**src/rtl/bcd_time_counter.sv**
```systemverilog
// 24-hour HH:MM:SS.CC timekeeper producing a packed-BCD display word.
// Divides clk down to a centisecond tick; supports run/pause, clear and paused hour/minute adjust.
module bcd_time_counter #(
  parameter int unsigned CLK_FREQ = 50_000_000,
  parameter int unsigned TICK_HZ  = 100
) (
  input  logic        clk,
  input  logic        rst,
  input  logic        run,
  input  logic        clear,
  input  logic        inc_min,
  input  logic        inc_hour,
  output logic [31:0] display,
  output logic        tick,
  output logic        day_wrap
);

  localparam int unsigned DIV = CLK_FREQ / TICK_HZ;
  localparam int unsigned PW  = (DIV > 1) ? $clog2(DIV) : 1;

  logic [PW-1:0] presc, presc_n;
  logic [31:0]   disp_n;
  logic          tick_n, wrap_n;
  logic          advance;
  logic [8:0]    cs_inc, sec_inc, min_inc, hr_inc;

  // Single digit step: returns {carry, next digit}, wrapping at top.
  function automatic logic [4:0] inc_digit(input logic [3:0] d, input logic [3:0] top);
    if (d == top) return {1'b1, 4'd0};
    return {1'b0, d + 4'd1};
  endfunction

  // Two-digit BCD step with tens wrapping at tens_top; returns {carry, tens, units}.
  function automatic logic [8:0] inc_pair(input logic [7:0] v, input logic [3:0] tens_top);
    logic [4:0] u, t;
    u = inc_digit(v[3:0], 4'd9);
    if (!u[4]) return {1'b0, v[7:4], u[3:0]};
    t = inc_digit(v[7:4], tens_top);
    return {t[4], t[3:0], u[3:0]};
  endfunction

  // Hours roll 23 -> 00; returns {wrap, tens, units}.
  function automatic logic [8:0] inc_hr(input logic [7:0] h);
    if (h == 8'h23)       return {1'b1, 8'h00};
    if (h[3:0] == 4'd9)   return {1'b0, h[7:4] + 4'd1, 4'd0};
    return {1'b0, h[7:4], h[3:0] + 4'd1};
  endfunction

  assign advance = run && (presc == PW'(DIV - 1));
  assign cs_inc  = inc_pair(display[7:0],   4'd9);
  assign sec_inc = inc_pair(display[15:8],  4'd5);
  assign min_inc = inc_pair(display[23:16], 4'd5);
  assign hr_inc  = inc_hr(display[31:24]);

  // Next-state: clear beats advance/adjust; adjust only while paused.
  always_comb begin
    disp_n  = display;
    presc_n = presc;
    tick_n  = 1'b0;
    wrap_n  = 1'b0;
    if (clear) begin
      disp_n  = '0;
      presc_n = '0;
    end else if (run) begin
      if (advance) begin
        presc_n      = '0;
        tick_n       = 1'b1;
        disp_n[7:0]  = cs_inc[7:0];
        if (cs_inc[8]) begin
          disp_n[15:8] = sec_inc[7:0];
          if (sec_inc[8]) begin
            disp_n[23:16] = min_inc[7:0];
            if (min_inc[8]) begin
              disp_n[31:24] = hr_inc[7:0];
              wrap_n        = hr_inc[8];
            end
          end
        end
      end else begin
        presc_n = presc + PW'(1);
      end
    end else begin
      if (inc_min)  disp_n[23:16] = min_inc[7:0];
      if (inc_hour) disp_n[31:24] = hr_inc[7:0];
    end
  end

  always_ff @(posedge clk or posedge rst) begin
    if (rst) begin
      presc    <= '0;
      display  <= '0;
      tick     <= 1'b0;
      day_wrap <= 1'b0;
    end else begin
      presc    <= presc_n;
      display  <= disp_n;
      tick     <= tick_n;
      day_wrap <= wrap_n;
    end
  end

endmodule

```
**config.mk**
```make
export PLATFORM = sky130hd
export DESIGN_NAME = bcd_time_counter
export DESIGN_NICKNAME = d
export VERILOG_FILES = /design/src/rtl/bcd_time_counter.sv
export SDC_FILE = /design/constraint.sdc
export NUM_CORES = 1
export LEC_CHECK = 0
export CAP_MARGIN = 20
export CORE_MARGIN = 5
export CORE_UTILIZATION = 30
export CTS_CLUSTER_DIAMETER = 150
export CTS_CLUSTER_SIZE = 12
export DETAILED_ROUTE_END_ITERATION = 8
export HOLD_SLACK_MARGIN = 0.05
export PLACE_DENSITY_LB_ADDON = 0.25
export SYNTH_ARGS = -nofsm -noshare
export SYNTH_HDL_FRONTEND = slang
export SYNTH_SLANG_ARGS = --single-unit
export TNS_END_PERCENT = 5
```
**constraint.sdc**
```tcl
create_clock -name clk -period 2.85 [get_ports clk]
set_input_delay 0.4275 -clock clk [delete_from_list [all_inputs] [get_ports clk]]
set_output_delay 0.4275 -clock clk [all_outputs]
set_load 0.05 [all_outputs]
```
==> out/results.md <==
| Quantity | This run |
| --- | --- |
| Vertical extent of the die | 112 µm |
| Number of buffers added by the clock tree synthesis step | 5 |
| Warnings, synthesis | 0 |
| Clock sink total | 53 |
| Area share of and/or/nand/nor cells after synthesis | 28.0% |
| Worst endpoint data arrival time | 2.71 ns |
| Crit path cell chain | or4_4 > nor4_4 > buf_4 > nand4_2 > or4_1 > a21oi_1 |
| Number of nets produced by synthesis | 362 |
| GP Congestion | 0.778 |
| Clock root buffer master | clkbuf_8 |
| Vias after detailed routing | 2,678 |
| Share of the clock period used by the worst path after layout | 86.8% |
| DR pass1 iterations | 4 |
| CP max stage delay | 0.56 ns |
| Worst Path Class, Setup | reg2reg |
| Commonest non-fill, non-tap cells in the layout | dfrtp_1 (53), clkdlybuf4s50_1 (39), nor2_1 (32) |
| Most common cell after layout, fill and taps aside | dfrtp_1 |
| Row cnt | 37 |
| Xor/xnor cell area share of the yosys netlist | 1.67% |
| Peak supply drop | 0.000166 V |
| Via density per instance | 5.16 |
| Buffers & Inverters on Critical Path | 1 |
| Critical Path RT | 3.08 ns |
| CTS tree | built |
| Post-detailed-placement half-perimeter wirelength | 5270 µm |
| Port Buffers | 39 |
| Yosys cell types | 55 |
| H-tree lvl count | 2 |
| Total area of multi-input combinational cells | 0.00171 mm² |
| Largest net degree at the start of global routing | 54 |
| Kind of cell adding the most delay to the critical path | simple AND/OR/NAND/NOR gates |
| Number of setup buffers added after CTS | 0 |
| Post-layout total power | 1.46 mW |
| Max Cap Viol | 0 |
| Ys async rst share | 100% |
| Die Outline Area | 0.0126 mm² |
| Syn-to-layout area delta | 21.7% |
| Number of nets at the end of the flow | 406 |
| Final standard cell area without fillers | 0.00383 mm² |
| Dominant combinational cell family by area after synthesis | simple AND/OR/NAND/NOR gates |
| Pre-CTS worst setup slack | 0.381 ns |
| Final total negative setup slack | 0 ns |
| Count of pins on the block boundary | 40 |
| Pins Over Slew Limit | 0 |
| Hold Buf Count CTS | 0 |
| Core box area | 0.0103 mm² |
| Critical path capture point type | flip-flop |
| Final hold violation count | 0 |
| Clock insertion delay at the later pin of the skew report | 0.30 ns |
| Multiplexer fraction of the synthesized cell area | 2.11% |
| Number of instances in the synthesized netlist | 339 |
| Diode count | 0 |
| Crit path setup slack, layout | 0.376 ns |
| Dpl cell area | 0.00374 mm² |
| Share of final-layout standard cells stronger than drive strength 1 | 7.31% |
| Highest net fanout along the worst path | 11 |
| DR WL/cell | 14.4 µm |
| Synthesized area per cell | 9.28 µm² |
| Category of the worst setup path launch point | flip-flop |
| Antenna viol nets, final | 0 |
| Outcome | completed |
| Adder and majority gate portion of the synthesized area | 6.76% |
| Power per unit of standard cell area | 381 mW/mm² |
| Master of the slowest instance on the critical path | or4_4 |
| Main synth FF type | dfrtp_1 |
| Initial Util | 30.6% |
| Number of buffers on the longest clock path | 2 |
| F_max | 404 MHz |
| Number of flip-flops and latches in the synthesized netlist | 53 |
| Wire length after detailed routing | 7500 µm |
| RSZ-0062 raised after global routing | no |
| Post-cts repair resize count | 0 |
| X dimension of the die | 112 µm |
| Clock transition at path regs | 0.09 ns |
| Hold Path Class | in2async |
| GR Util All Layers | 12.2% |
| Final-layout fill cell count | 1,042 |
| Cell area after synthesis | 0.00315 mm² |
| Static leakage power | 1.58 nW |
| Final hold slack | 0.491 ns |
| Worst-case headroom to the max-slew limit | 38.6% |
| Area fraction in compound gates after synthesis | 15.7% |
| Grt total ovfl | 0 |
| Drc violations | 0 |
| Register area | 0.00133 mm² |
| Worst-Margin Slew | 0.916 ns |
| Sequential share of the synthesized area | 42.1% |
| Via count of the first global-routing pass | 2,674 |
| Number of antenna violations at the first check in global routing | 0 |
| Global-route wire length before repair | 13,000 µm |
| Crit path time final | 2.47 ns |
| DRC violation total after the first TritonRoute iteration | 176 |
| Worst-case clock skew | 0.00621 ns |
| Final Setup Violations | 0 |
| Post-synth EDFFs | 0 |
-- cell usage after synthesis (4+ instances only) --
master	number	area [µm²]
dfrtp_1	53	1330
nor2_1	32	120
nand2_1	25	93.8
nand3_1	21	105
o21ai_0	20	100
a21oi_1	17	85.1
ha_1	17	213
inv_1	15	56.3
clkbuf_1	10	37.5
or3_1	9	56.3
nand4_1	8	50.1
nor2b_1	7	43.8
and2_1	5	31.3
and3b_1	5	43.8
nand2b_1	5	31.3
nor3_1	5	25.0
o22ai_1	5	31.3
or4_1	5	37.5
xor2_1	5	43.8
a22o_1	4	35.0
a31oi_1	4	25.0
and3_1	4	25.0
mux2i_1	4	40.0
nor3b_1	4	30.0
o31ai_1	4	30.0
o41ai_1	4	35.0
-- where the power goes --
part	switching, mW	leakage, nW	internal [mW]
combinational	0.142	0.805	0.0818
sequential	0.0277	0.735	0.770
clock	0.245	0.0443	0.194
-- logic make-up (layout without fill, tap and decap cells) --
logic type / count (synthesis) / count (layout)
compound gates: 74 / 74
buf+inv: 28 / 72
flops: 53 / 53
xor+xnor: 6 / 6
mux: 6 / 6
fa+ha+maj: 17 / 17
simple gates: 155 / 155
-- worst paths after layout --
path	end	slack (ns)	cells after the start	start
max	display[15]$_DFFE_PP0P_	0.38	6	presc[14]$_DFFE_PP0P_
min	display[15]$_DFFE_PP0P_	0.49	3	rst
max reg2reg	display[15]$_DFFE_PP0P_	0.38	6	presc[14]$_DFFE_PP0P_
min reg2reg	presc[18]$_DFFE_PP0P_	0.49	1	presc[18]$_DFFE_PP0P_
min in group clk	presc[18]$_DFFE_PP0P_	0.49	1	presc[18]$_DFFE_PP0P_
max in group asynchronous	tick$_DFF_PP0_	2.11	3	rst
-- routing by layer --
metal / vias to the layer above / track usage (%) / share of wire, %
met5: - / 0 / 0
met4: 0 / 3.13 / 0.93
met3: 4 / 2.16 / 3.5
met2: 49 / 20.1 / 47
met1: 1302 / 16.7 / 49
li1: 1323 / - / -
-- layout make-up --
cell class	instances	share of cell area, %
inverters	15	1.47
multi-input cells	258	44.5
well taps	136	4.44
flip-flops and latches	53	34.6
clock buffers	7	2.25
repair buffers	50	12.7
-- metrics by stage --
step / utilization, % / std cells
final: 37.3 / 519
after global routing: 37.3 / 519
after CTS: 37.3 / 519
after detailed placement: 36.4 / 512
after global placement: 36.4 / 512
after floorplan: - / 339
-- flip-flops by register name, summed over array words and instances, names as in the netlist --
| register | cells |
|---|---|
| day_wrap | 1 |
| display | 32 |
| presc | 19 |
| tick | 1 |
-- tightest hold or removal path: cells and delay by family --
kind                   cells  cell delay, ns
buffers and inverters      3            0.76
Note: power is estimated with default switching activity, not from simulation.
